**src/rtl/store_buffer_if.sv**
```systemverilog
// rtl/store_buffer_if.sv - memory-stage request and data-memory port bundle for store_buffer
interface store_buffer_if #(
    parameter int WAM = 17,
    parameter int WD  = 32
);
    logic [WAM:0] aluresultM;
    logic [WD-1:0] writedataM;
    logic [2:0]    memctrlM;
    logic          memwriteM;
    logic          memreadM;
    logic          flushM;
    logic          stallM;
    logic [WD-1:0] readdataM;
    logic [WAM:0]  mem_addr;
    logic [WD-1:0] mem_wdata;
    logic [2:0]    mem_ctrl;
    logic          mem_we;
    logic          mem_re;
    logic [WD-1:0] mem_rdata;

    modport slave (
        input  aluresultM, writedataM, memctrlM, memwriteM, memreadM, flushM, mem_rdata,
        output stallM, readdataM, mem_addr, mem_wdata, mem_ctrl, mem_we, mem_re
    );

    modport master (
        output aluresultM, writedataM, memctrlM, memwriteM, memreadM, flushM, mem_rdata,
        input  stallM, readdataM, mem_addr, mem_wdata, mem_ctrl, mem_we, mem_re
    );
endinterface

```
**src/rtl/store_buffer.sv**
```systemverilog
// rtl/store_buffer.sv - posted-store FIFO sharing one data-memory port with loads; STORE_FWD_EN enables word store-to-load forwarding
module store_buffer #(
    parameter int DEPTH = 4,
    parameter int WAM   = 17,
    parameter int WD    = 32
) (
    input  logic           clk,
    input  logic           rst_n,
    store_buffer_if.slave  bus
);
    localparam int PW = $clog2(DEPTH);

    typedef enum logic {RUN, FLUSH} state_t;

    state_t         state_q, state_d;
    logic [PW-1:0]  head_q, tail_q;
    logic [PW:0]    count_q, count_d;
    logic [WAM:0]   addr_q [DEPTH];
    logic [WD-1:0]  data_q [DEPTH];
    logic [2:0]     ctrl_q [DEPTH];

    logic           empty, full;
    logic           hazard;
    logic           fwd_ok;
    logic [WD-1:0]  fwd_data;
    logic           enq, drain, port_used, flushing;
    logic [PW-1:0]  off;

    assign empty = (count_q == '0);
    assign full  = (count_q == (PW+1)'(DEPTH));

    // An entry is live when its distance from head is below count.
    always_comb begin
        hazard = 1'b0;
        off    = '0;
        for (int i = 0; i < DEPTH; i++) begin
            off = PW'(i) - head_q;
            if ({1'b0, off} < count_q && addr_q[i][WAM:2] == bus.aluresultM[WAM:2])
                hazard = 1'b1;
        end
    end

`ifdef STORE_FWD_EN
    logic           fwd_found;
    logic [PW-1:0]  fwd_idx, idx;

    // Walk oldest to youngest so the last hit is the youngest matching store.
    always_comb begin
        fwd_found = 1'b0;
        fwd_idx   = head_q;
        idx       = head_q;
        for (int k = 0; k < DEPTH; k++) begin
            idx = head_q + PW'(k);
            if ((PW+1)'(k) < count_q && addr_q[idx][WAM:2] == bus.aluresultM[WAM:2]) begin
                fwd_found = 1'b1;
                fwd_idx   = idx;
            end
        end
        fwd_ok   = fwd_found && ctrl_q[fwd_idx] != 3'b010 && bus.memctrlM != 3'b011;
        fwd_data = data_q[fwd_idx];
    end
`else
    assign fwd_ok   = 1'b0;
    assign fwd_data = '0;
`endif

    assign flushing = (state_q == FLUSH) || (bus.flushM && !empty);

    always_comb begin
        state_d       = state_q;
        enq           = 1'b0;
        drain         = 1'b0;
        port_used     = 1'b0;
        bus.stallM    = 1'b0;
        bus.readdataM = '0;
        bus.mem_re    = 1'b0;
        bus.mem_we    = 1'b0;
        bus.mem_addr  = '0;
        bus.mem_wdata = '0;
        bus.mem_ctrl  = '0;

        if (flushing) begin
            bus.stallM = 1'b1;
        end else if (bus.memwriteM) begin
            // A simultaneous read request is treated as a plain store.
            if (full)
                bus.stallM = 1'b1;
            else
                enq = 1'b1;
        end else if (bus.memreadM) begin
            if (hazard && !fwd_ok) begin
                bus.stallM = 1'b1;
            end else if (hazard) begin
                bus.readdataM = fwd_data;
            end else begin
                port_used     = 1'b1;
                bus.mem_re    = 1'b1;
                bus.mem_addr  = bus.aluresultM;
                bus.mem_ctrl  = bus.memctrlM;
                bus.readdataM = bus.mem_rdata;
            end
        end

        if (!empty && !port_used) begin
            drain         = 1'b1;
            bus.mem_we    = 1'b1;
            bus.mem_addr  = addr_q[head_q];
            bus.mem_wdata = data_q[head_q];
            bus.mem_ctrl  = ctrl_q[head_q];
        end

        count_d = count_q + (PW+1)'(enq) - (PW+1)'(drain);

        // Leave FLUSH on the edge that retires the last entry.
        if (flushing)
            state_d = (count_d != '0) ? FLUSH : RUN;
    end

    always_ff @(posedge clk or negedge rst_n) begin
        if (!rst_n) begin
            state_q <= RUN;
            head_q  <= '0;
            tail_q  <= '0;
            count_q <= '0;
        end else begin
            state_q <= state_d;
            count_q <= count_d;
            if (enq)
                tail_q <= tail_q + 1'b1;
            if (drain)
                head_q <= head_q + 1'b1;
        end
    end

    always_ff @(posedge clk) begin
        if (enq) begin
            addr_q[tail_q] <= bus.aluresultM;
            data_q[tail_q] <= bus.writedataM;
            ctrl_q[tail_q] <= bus.memctrlM;
        end
    end
endmodule

```
**src/flat_wrapper.sv**
```systemverilog
// flat-port wrapper written by rule: the top's interface ports become plain ports
module store_buffer_flat 
#(
    parameter int DEPTH = 4,
    parameter int WAM   = 17,
    parameter int WD    = 32
)
  (clk, rst_n, bus_aluresultM, bus_writedataM, bus_memctrlM, bus_memwriteM, bus_memreadM, bus_flushM, bus_mem_rdata, bus_stallM, bus_readdataM, bus_mem_addr, bus_mem_wdata, bus_mem_ctrl, bus_mem_we, bus_mem_re);
  store_buffer_if #(.WAM(WAM), .WD(WD)) bus_i ();
  input  logic clk;
  input  logic rst_n;
  input wire logic [$bits(bus_i.aluresultM)-1:0] bus_aluresultM;
  input wire logic [$bits(bus_i.writedataM)-1:0] bus_writedataM;
  input wire logic [$bits(bus_i.memctrlM)-1:0] bus_memctrlM;
  input wire logic [$bits(bus_i.memwriteM)-1:0] bus_memwriteM;
  input wire logic [$bits(bus_i.memreadM)-1:0] bus_memreadM;
  input wire logic [$bits(bus_i.flushM)-1:0] bus_flushM;
  input wire logic [$bits(bus_i.mem_rdata)-1:0] bus_mem_rdata;
  output wire logic [$bits(bus_i.stallM)-1:0] bus_stallM;
  output wire logic [$bits(bus_i.readdataM)-1:0] bus_readdataM;
  output wire logic [$bits(bus_i.mem_addr)-1:0] bus_mem_addr;
  output wire logic [$bits(bus_i.mem_wdata)-1:0] bus_mem_wdata;
  output wire logic [$bits(bus_i.mem_ctrl)-1:0] bus_mem_ctrl;
  output wire logic [$bits(bus_i.mem_we)-1:0] bus_mem_we;
  output wire logic [$bits(bus_i.mem_re)-1:0] bus_mem_re;
  assign bus_i.aluresultM = bus_aluresultM;
  assign bus_i.writedataM = bus_writedataM;
  assign bus_i.memctrlM = bus_memctrlM;
  assign bus_i.memwriteM = bus_memwriteM;
  assign bus_i.memreadM = bus_memreadM;
  assign bus_i.flushM = bus_flushM;
  assign bus_i.mem_rdata = bus_mem_rdata;
  assign bus_stallM = bus_i.stallM;
  assign bus_readdataM = bus_i.readdataM;
  assign bus_mem_addr = bus_i.mem_addr;
  assign bus_mem_wdata = bus_i.mem_wdata;
  assign bus_mem_ctrl = bus_i.mem_ctrl;
  assign bus_mem_we = bus_i.mem_we;
  assign bus_mem_re = bus_i.mem_re;
  store_buffer #(.DEPTH(DEPTH), .WAM(WAM), .WD(WD)) u_core (.clk(clk), .rst_n(rst_n), .bus(bus_i));
endmodule
```
**config.mk**
```make
export PLATFORM = sky130hd
export DESIGN_NAME = store_buffer_flat
export DESIGN_NICKNAME = d
export VERILOG_FILES = /design/src/rtl/store_buffer_if.sv /design/src/rtl/store_buffer.sv /design/src/flat_wrapper.sv
export SDC_FILE = /design/constraint.sdc
export NUM_CORES = 1
export LEC_CHECK = 0
export CAP_MARGIN = 20
export CORE_UTILIZATION = 45
export DETAILED_ROUTE_END_ITERATION = 10
export DONT_BUFFER_PORTS = 1
export SYNTH_ARGS = -nofsm -noshare
export SYNTH_HDL_FRONTEND = slang
export SYNTH_SLANG_ARGS = --single-unit
```
**constraint.sdc**
```tcl
create_clock -name clk -period 4.2 [get_ports clk]
set_clock_uncertainty 0.1 [all_clocks]
set_input_delay 0.63 -clock clk [delete_from_list [all_inputs] [get_ports clk]]
set_output_delay 0.63 -clock clk [all_outputs]
set_load 0.01 [all_outputs]
```
# ---- Word-level counts from Yosys, hierarchy flattened
# Memory sizes are Yosys's and may differ from the RTL's.
# Cells that the tools add are included.
dict set report classes {
  muxes 35
  reduce_logical 11
  addsub 8
  n_lt_le_gt_ge 4
  eq_ne 5
}
# operator n
set ops {}
lappend ops {{$mux W32} 5}
lappend ops {{$mux W18} 5}
lappend ops {{$eq A16 B16 Y1} 4}
lappend ops {{$mux W1} 20}
lappend ops {{$mux W3} 5}
lappend ops {{$lt A2 B3 Y1} 4}
lappend ops {{$logic_and A1 B1 Y1} 6}
lappend ops {{$add A2 B1 Y2 const B} 2}
lappend ops {{$sub A1 B2 Y2 const A} 2}
lappend ops {{$sub A2 B2 Y2 const A} 2}
lappend ops {{$add A3 B1 Y3} 1}
lappend ops {{$eq A3 B3 Y1 const B} 1}
lappend ops {{$logic_not A3 Y1} 1}
lappend ops {{$reduce_bool A3 Y1} 1}
lappend ops {{$sub A3 B1 Y3} 1}
lappend ops {{$logic_not A1 Y1} 2}
lappend ops {{$logic_or A1 B1 Y1} 1}
dict set report totals {
  ram_bits 212
  in_bits 90
  regBits 8
  n_memories 3
}
# memory words word_bits rd rd_ports_with_merged_regs wr line_no
set memory_table {}
lappend memory_table {u_core.data_q 4 32 1 0 1 store_buffer.sv:19} ;# logic [WD-1:0] data_q [DEPTH];
lappend memory_table {u_core.addr_q 4 18 5 0 1 store_buffer.sv:18} ;# logic [WAM:0] addr_q [DEPTH];
lappend memory_table {u_core.ctrl_q 4 3 1 0 1 store_buffer.sv:20} ;# logic [2:0] ctrl_q [DEPTH];

# ---- Depth between registers and ports, before layout
# Gate-level depths: netlist of run 1.
dict set report depth {
  depth_word 17
  ltp_mapped 19
  depth_no_buf 15
}

# ---- Least setup slack after synthesis of run 1
# Ideal clock, no wire load.
dict set report synth_path {
  path_type {register -> register}
  startpoint {register u_core.head_q[0]}
  endpoint {register u_core.state_q}
  required_ns 3.979
  setup_time_ns 0.121
  period_less_slack_ns 4.147
  t_arrival_ns 3.926
  path_stages_with_launch 20
  setup_slack_ns 0.053
  cell_sequence {dfrtp_1 > clkbuf_1 > buf_2 > buf_1 > xnor2_1 > inv_1 > ha_1 > a21oi_1 > nor2_1 > o22ai_1 > o31ai_4 > buf_2 > inv_1 > ha_1 > inv_1 > ha_1 > fa_1 > xnor2_1 > nor3_1 > nor2_1}
}
dict set report synth_between {
  elab_chain_len 17
  word_cells_on_any_way 26
}
# item line_no
set synth_rtl {}
lappend synth_rtl {{start: declaration} store_buffer.sv:16} ;# logic [PW-1:0] head_q, tail_q;
lappend synth_rtl {{start signal: assignment} store_buffer.sv:131} ;# head_q <= head_q + 1'b1;
lappend synth_rtl {{$sub A1 B2 Y2} store_buffer.sv:37} ;# off = PW'(i) - head_q;
lappend synth_rtl {{$lt A2 B3 Y1} store_buffer.sv:38} ;# if ({1'b0, off} < count_q && addr_q[i][WAM:2] == bus.aluresultM[WAM:2])
lappend synth_rtl {{$logic_and A1 B1 Y1} store_buffer.sv:38}
lappend synth_rtl {{$mux W1 (3 in a row)} store_buffer.sv:38}
lappend synth_rtl {{$mux W1 *} store_buffer.sv:38}
lappend synth_rtl {{$mux W1 *} store_buffer.sv:91} ;# if (hazard && !fwd_ok) begin
lappend synth_rtl {{$mux W1 *} store_buffer.sv:90} ;# end else if (bus.memreadM) begin
lappend synth_rtl {{$mux W1 *} store_buffer.sv:84} ;# end else if (bus.memwriteM) begin
lappend synth_rtl {{$mux W1 *} store_buffer.sv:82} ;# if (flushing) begin
lappend synth_rtl {{$logic_not A1 Y1 *} store_buffer.sv:104} ;# if (!empty && !port_used) begin
lappend synth_rtl {{$logic_and A1 B1 Y1 *} store_buffer.sv:104}
lappend synth_rtl {{$mux W1 *} -}
lappend synth_rtl {{net bus_mem_we} flat_wrapper.sv:24} ;# output wire logic [$bits(bus_i.mem_we)-1:0] bus_mem_we;
lappend synth_rtl {{$sub A3 B1 Y3 *} store_buffer.sv:112} ;# count_d = count_q + (PW+1)'(enq) - (PW+1)'(drain);
lappend synth_rtl {{net u_core.count_d[2]} store_buffer.sv:17} ;# logic [PW:0] count_q, count_d;
lappend synth_rtl {{$reduce_bool A3 Y1 *} store_buffer.sv:116} ;# state_d = (count_d != '0) ? FLUSH : RUN;
lappend synth_rtl {{$mux W1 *} store_buffer.sv:116}
lappend synth_rtl {{end signal: assignment} store_buffer.sv:126} ;# state_q <= state_d;
lappend synth_rtl {{end: declaration} store_buffer.sv:15} ;# state_t state_q, state_d;
# The timed path passes the listed nets; every way through them passes the cells marked *.
# A chain may end at the register's enable or synchronous reset.

# ---- Final worst setup path of run 1
dict set report layout_path {
  startpoint {register u_core.head_q[1]}
  endpoint {output bus_mem_addr[12]}
}
dict set report layout_between {
  elab_chain_len 14
  word_cells_on_any_way 28
}
# item line_no
set layout_rtl {}
lappend layout_rtl {{$sub A1 B2 Y2} store_buffer.sv:37}
lappend layout_rtl {{$lt A2 B3 Y1} store_buffer.sv:38}
lappend layout_rtl {{$logic_and A1 B1 Y1} store_buffer.sv:38}
lappend layout_rtl {{$mux W1 (3 in a row)} store_buffer.sv:38}
lappend layout_rtl {{$mux W1 *} store_buffer.sv:38}
lappend layout_rtl {{$mux W1 * (4 in a row)} -}
lappend layout_rtl {{net bus_mem_re} flat_wrapper.sv:25} ;# output wire logic [$bits(bus_i.mem_re)-1:0] bus_mem_re;
lappend layout_rtl {{$logic_not A1 Y1 *} store_buffer.sv:104}
lappend layout_rtl {{$logic_and A1 B1 Y1 *} store_buffer.sv:104}
lappend layout_rtl {{$mux W18 *} store_buffer.sv:104}
lappend layout_rtl {{end: declaration} flat_wrapper.sv:21} ;# output wire logic [$bits(bus_i.mem_addr)-1:0] bus_mem_addr;
# Marked as above.

==> qor.yml, run 1 <==
synthesis:
  seq_area_frac_synth_pct: 66.4
  ys_ff_latch: 220
  avgSynthCellArea_um2: 16.9
  syn-num-nets: 685
  synth_cell_types: 35
  netlist_instances: 584
  netlist_area_mm2: 0.00989
  yosys_warnings: 0
pwr:
  power.density_mw_per_mm2: 603
  p_leak_nw: 3.70
  total_power_mw: 6.59
  ir_drop_uv: 414
cts:
  cts_inserted_buffers: 25
  clk_path_buf_depth: 3
  clock_latency_ns: 0.51
  cts_tree: "built"
  htree_levels: 1
  clkTransAtPathRegs_ns: 0.06
  post-cts-setup-buffer-count: 0
  cts_resized: 0
  cts-root-buf: "clkbuf_16"
  cts_sinks: 220
timing:
  tightest_slew_ns: 0.825
  setup_viol: 0
  drv_slew: 0
  fin_setup_tns_ns: 0
  rsz0062_at_grt: "no"
  fin_crit_sh_pct: 92.9
  hold_violations: 0
  period_minus_slack_ns: 3.90
  fmax_mhz: 256
  relSlewSlack_pct: 45.0
layout:
  utilization_pct: 51.3
  syn2layout_area_growth_pct: 10.5
  num_antenna_cells: 0
  fin_nets: 682
  seqCellArea_mm2: 0.00657
  fill_cells: 1738
  drive_gt1_share_pct: 18.2
  multi_input_area_mm2: 0.00299
floorplan:
  num_rows: 53
  core_mm2: 0.0213
  dieArea_mm2: 0.0226
  die_w_um: 150
  chipHeight_um: 150
  pin_count: 178
  initial_core_util_pct: 46.4
worst_setup_path:
  r2r-start: "u_core.head_q[1]"
  critPathKind: "reg -> out"
  cp_slowest_cell: "dfrtp_2"
  start_kind: "flop"
  slowest_delay_ns: 0.53
  critPathMaxFanout: 54
  crit_family: "buffers and inverters"
  crit_cells: 9
  r2r-end: "u_core.state_q"
  cp.arrival_ns: 3.17
  cp_num_buf_inv: 2
  r2r_slack_ns: 0.80
  worstSetupEndpointType: "output port"
  cp_cell_sequence: "xnor2_1 > inv_1 > ha_1 > a21oi_1 > nor2_1 > o22ai_1 > nor3_4 > buf_4 > mux2i_1"
  r2r_cells: 14
  required_ns: 3.47
grt:
  antenna_found_initial: 0
  grt_pass1_wl_mm: 29.4
  grt_pass1_vias: 5235
  grt_usage_pct: 17.7
  grt_max_degree: 55
  overflow: 0
hold_path:
  whs_endpoint: "u_core.data_q[3][10]"
  holdCritStartpoint: "bus_writedataM[10]"
  hold_class: "in -> reg"
  hold_depth: 0
detailed_routing:
  avgViaCountPerCell: 5.48
  drt-pass1-iter-count: 4
  drc: 0
  drtIter0Drc: 240
  wl_mm: 19.4
  vias: 4788
  ant_nets: 0
  drt-wirelength-per-cell_um: 22.2
flow_run:
  cap_viol_max_count: 0
placement:
  portBuffers: 0
  gp_congestion: 0.838
  dpl.hpwl_mm: 12.3
outcome:
  status: "completed"
## layout by cell type (no fill, tap or decap), types with 7 or more instances in the layout
master	count
edfxtp_1	212
xor2_1	65
mux4_2	53
and2_1	32
inv_1	30
nor2b_1	27
clkbuf_16	25
nand2_1	23
mux2i_1	21
nor4_1	16
ha_1	10
clkbuf_1	7
## state kept, by name, indices dropped and copies added, names as in the netlist
signal,cells
u_core.addr_q,72
u_core.count_q,3
u_core.ctrl_q,12
u_core.data_q,128
u_core.head_q,2
u_core.state_q,1
u_core.tail_q,2
## layout make-up
| class | instances | area share (%) |
|---|---|---|
| Tap cell | 275 | 3.15 |
| Multi-Input combinational cell | 292 | 27.4 |
| Clock buffer | 32 | 5.96 |
| Sequential cell | 220 | 60.1 |
| Timing Repair Buffer | 12 | 1.49 |
| Clock inverter | 13 | 0.859 |
| Inverter | 30 | 1.03 |
## layer usage
layer | track usage (%) | wire, µm | vias to the layer above
met5 | 0 | 0 | -
met4 | 3.64 | 285 | 0
met3 | 4.91 | 1600 | 22
met2 | 31.5 | 10000 | 172
met1 | 21.3 | 7540 | 2429
li1 | - | - | 2165
## worst max path at each step
stage                     slack (ns)          endpoint              start
after global placement          0.73    u_core.state_q  bus_aluresultM[2]
after global routing             0.1   bus_mem_ctrl[2]   u_core.head_q[1]
final                           0.30  bus_mem_addr[12]   u_core.head_q[1]
after detailed placement        0.67    u_core.state_q  bus_aluresultM[2]
after CTS                       0.21  bus_mem_addr[12]   u_core.head_q[1]
after floorplan                 0.05    u_core.state_q   u_core.head_q[0]
## stage by stage
step / instances / cell area (µm²) / setup slack (ns) / hold WS (ns)
finish: 874 / 10900 / 0.297 / 0.104
global route: 874 / 10900 / 0.0968 / 0.0820
CTS: 873 / 10900 / 0.214 / 0.0788
detailed placement: 827 / 10100 / 0.671 / 0.235
global placement: 827 / 10100 / 0.733 / 0.235
floorplan: 584 / 9890 / 0.0534 / 0.234
## cell usage after synthesis
master / count / area [µm²]
ha_1: 10 / 125
and2b_1: 5 / 37.5
nor4_1: 16 / 100
or3_1: 1 / 6.26
nand3_1: 1 / 5.00
dfrtp_1: 8 / 200
nor2b_1: 27 / 169
o311ai_0: 1 / 8.76
nand2b_1: 1 / 6.26
mux4_2: 53 / 1190
buf_8: 1 / 15.0
edfxtp_1: 212 / 6370
nand2_1: 23 / 86.3
and2_1: 36 / 225
o31ai_4: 1 / 21.3
fa_1: 1 / 20.0
a21oi_1: 5 / 25.0
inv_1: 30 / 113
nor3_4: 1 / 16.3
a21oi_4: 1 / 16.3
buf_1: 6 / 22.5
nand2_4: 1 / 11.3
and2b_4: 1 / 10.0
mux2i_1: 21 / 210
nand4_1: 4 / 25.0
and3_1: 1 / 6.26
xor2_1: 65 / 569
nor3_1: 1 / 5.00
xnor2_1: 5 / 43.8
o22ai_1: 2 / 12.5
buf_2: 5 / 25.0
buf_6: 6 / 67.6
o21ai_0: 2 / 10.0
clkbuf_1: 24 / 90.1
nor2_1: 6 / 22.5
## where the power goes
part           switching (mW)  internal (mW)  total (mW)
Combinational            1.10          0.858        1.95
Clock                   0.810           1.15        1.96
Sequential              0.109           2.56        2.67
## cells by family (layout without fill, tap and decap cells)
family	after synthesis	in the layout	share of synthesized area, %
muxes	74	74	14.2
AOI/OAI and AO/OA	12	12	0.949
DFF	220	220	66.4
xor gates and xnor gates	70	70	6.20
and+or+nand+nor	125	125	7.40
buffers and inverters	72	87	3.37
adders and majority gates	11	11	1.47
## timing repair
item / CTS / global route
endpoints found under the setup margin: 0 / 0
hold buffers: 1 / 0
hold endpoints to repair: 8 / 0
No activity file was read; power rests on OpenSTA's default activity.
==> run 2: changes to the inputs <==
CORE_UTILIZATION = 40   (was 45)
SETUP_SLACK_MARGIN = 0.1   (was unset)
==> run 2 against run 1 <==
Net effect:
- hold slack worse by 0.013 ns
- cell count increased by 6.5%
- setup slack better by 0.21 ns
- critical endpoint is now bus_mem_wdata[14]
- critical path type unchanged
- power up 3.0%
- global-route usage down 1.2 points
==> qor.yml, run 2 (same netlist as run 1, synthesis figures left out) <==
outcome:
  status: "completed"
layout:
  multi_input_area_mm2: 0.00299  # unchanged
  drive_gt1_share_pct: 19.8  # +1.6 points
  final_area_mm2: 0.0111  # +1.6%
  fin_nets: 689  # +1.0%
  num_antenna_cells: 0  # unchanged
  final_common_cell: "edfxtp_1"
  seqCellArea_mm2: 0.00657  # unchanged
  fill_cells: 2146  # +23%
  mostFrequentLayoutCells: "212 x edfxtp_1, 65 x xor2_1, 53 x mux4_2, 32 x and2_1, 30 x inv_1"
  syn2layout_area_growth_pct: 12.3
  largest_reg_flops: 128  # unchanged
  top_regs: "u_core.data_q (128), u_core.addr_q (72), u_core.ctrl_q (12)"
  max_flop_register: "u_core.data_q"
grt:
  grt_max_degree: 44  # -20%
  grt_usage_pct: 16.5  # -1.2 points
  overflow: 0  # unchanged
  grt_pass1_wl_mm: 31.8  # +8.4%
  antenna_found_initial: 0  # unchanged
  grt_pass1_vias: 5369  # +2.6%
placement:
  gp_congestion: 0.803  # -4.1%
  place_area_mm2: 0.0102  # +1.0%
  dpl.hpwl_mm: 13.1  # +6.3%
  portBuffers: 0  # unchanged
detailed_routing:
  vias: 4862  # +1.5%
  ant_nets: 0  # unchanged
  drtIter0Drc: 294  # +23%
  drt-pass1-iter-count: 4  # unchanged
  avgViaCountPerCell: 5.22  # -4.7%
  drt-wirelength-per-cell_um: 22.1  # -0.50%
  drc: 0  # unchanged
  wl_mm: 20.6  # +6.0%
cts:
  cts_sinks: 220  # unchanged
  cts_resized: 0  # unchanged
  clk_path_buf_depth: 3  # unchanged
  clock_latency_ns: 0.53  # +0.02 ns
  cts_inserted_buffers: 25  # unchanged
  cts_tree: "built"
  clkTransAtPathRegs_ns: 0.06  # about the same
  cts-root-buf: "clkbuf_16"
  htree_levels: 1  # unchanged
pwr:
  p_int_mw: 4.69  # +2.5%
  p_leak_nw: 3.77  # +1.9%
  combinationalPowerShare_pct: 29.7  # about the same
  switchingPower_mw: 2.10  # +4.1%
  ir_drop_uv: 447  # +8.1%
  netSwitchingFraction_pct: 30.9  # +0.31 points
  pwr-share-clk_pct: 31.5  # +1.7 points
  seq_power_share_pct: 38.8  # -1.8 points
  power.density_mw_per_mm2: 612  # +1.4%
hold_path:
  holdCritStartpoint: "bus_writedataM[24]"
  hold_class: "in -> reg"
  whs_endpoint: "u_core.data_q[2][24]"
  hold_depth: 0  # unchanged
timing:
  relSlewSlack_pct: 41.5  # -3.6 points
  setup_viol: 0  # unchanged
  fin_crit_sh_pct: 88.0  # -4.9 points
  period_minus_slack_ns: 3.70  # -0.206 ns
  fin_setup_tns_ns: 0  # unchanged
  hold_violations: 0  # unchanged
  rsz0062_at_grt: "no"
  tightest_slew_ns: 0.878  # +0.0533 ns
  fmax_mhz: 270  # +5.6%
  drv_slew: 0  # unchanged
floorplan:
  die_w_um: 159  # +6.0%
  chipHeight_um: 159  # +6.0%
  initial_core_util_pct: 40.8  # -5.7 points
  dieArea_mm2: 0.0253  # +12%
  core_mm2: 0.0242  # +14%
  num_rows: 57  # +7.5%
  pin_count: 178  # unchanged
worst_setup_path:
  start_kind: "flop"
  r2r-end: "u_core.state_q"
  cp.arrival_ns: 2.97  # -0.20 ns
  slowest_delay_ns: 0.46  # -0.07 ns
  r2r_cells: 12  # -2
  required_ns: 3.47  # about the same
  worstSetupEndpointType: "output port"
  critPathKind: "reg -> out"
  r2r_slack_ns: 0.85  # +0.05 ns
  critPathMaxFanout: 33  # -39%
  cp_cell_sequence: "xor2_1 > nor4_1 > nand4_1 > o22ai_1 > o31ai_4 > buf_4 > and2b_1"
  r2r-start: "u_core.addr_q[3][9]"
  cp_slowest_cell: "o22ai_1"
flow_run:
  cap_viol_max_count: 0  # unchanged
run 2: area by class of cell:
cell class                 instances  share of cell area, %
inverter                          30                   1.01
sequential                       220                   59.2
clock buffer                      27                   5.70
timing repair buffer              19                   1.87
clock inverter                    19                   1.64
tap                              324                   3.65
multi-input combinational        292                   26.9
run 2: worst max path at each step:
| stage | slack, ns | to | startpoint | cells after the start |
|---|---|---|---|---|
| finish | 0.50 | bus_mem_wdata[14] | u_core.addr_q[3][9] | 7 |
| floorplan | 0.25 | u_core.state_q | u_core.head_q[1] | 18 |
| global route | 0.24 | bus_mem_wdata[11] | u_core.head_q[1] | 9 |
| CTS | 0.47 | bus_mem_addr[17] | u_core.head_q[0] | 5 |
| global placement | 0.48 | bus_mem_ctrl[1] | u_core.head_q[0] | 9 |
| detailed placement | 0.46 | bus_mem_ctrl[2] | u_core.head_q[0] | 9 |
run 2: power by group through the flow:
stage / combinational, mW / sequential [mW] / clock (mW)
after floorplan: 1.65 / 2.65 / 0
final: 2.02 / 2.63 / 2.14
after global placement: 2.04 / 2.67 / 0
after global routing: 2.21 / 2.65 / 2.26
after CTS: 2.06 / 2.63 / 2.19
after detailed placement: 2.04 / 2.68 / 0
run 2: per-layer routing:
layer / part of all wire (%) / global-route usage (%)
met1: 39 / 19.9
met4: 2.1 / 4.06
met5: 0 / 0
met3: 7.1 / 4.43
met2: 52 / 29.2
run 2: metrics by stage:
stage | instances | utilization, % | setup slack (ns) | hold slack [ns] | power (mW)
finish | 931 | 45.8 | 0.503 | 0.0912 | 6.79
global route | 931 | 45.8 | 0.241 | 0.0693 | 7.12
global placement | 880 | 42.3 | 0.484 | 0.235 | 4.71
floorplan | 584 | - | 0.254 | 0.234 | 4.30
CTS | 931 | 45.8 | 0.469 | 0.0648 | 6.88
detailed placement | 880 | 42.3 | 0.457 | 0.235 | 4.72
run 2: worst max-delay path: cells and delay by family, from the launching register on:
kind	cells	cell delay, ns
compound gates	2	0.61
xor+xnor	1	0.17
flops	1	0.40
simple gates	3	0.94
buf+inv	1	0.30
run 2: what timing repair did:
item	4_1_cts	5_1_grt
hold buffers	1	0
endpoints found under the hold margin	8	0
setup endpoints to repair	40	0
buffers inserted	4	0
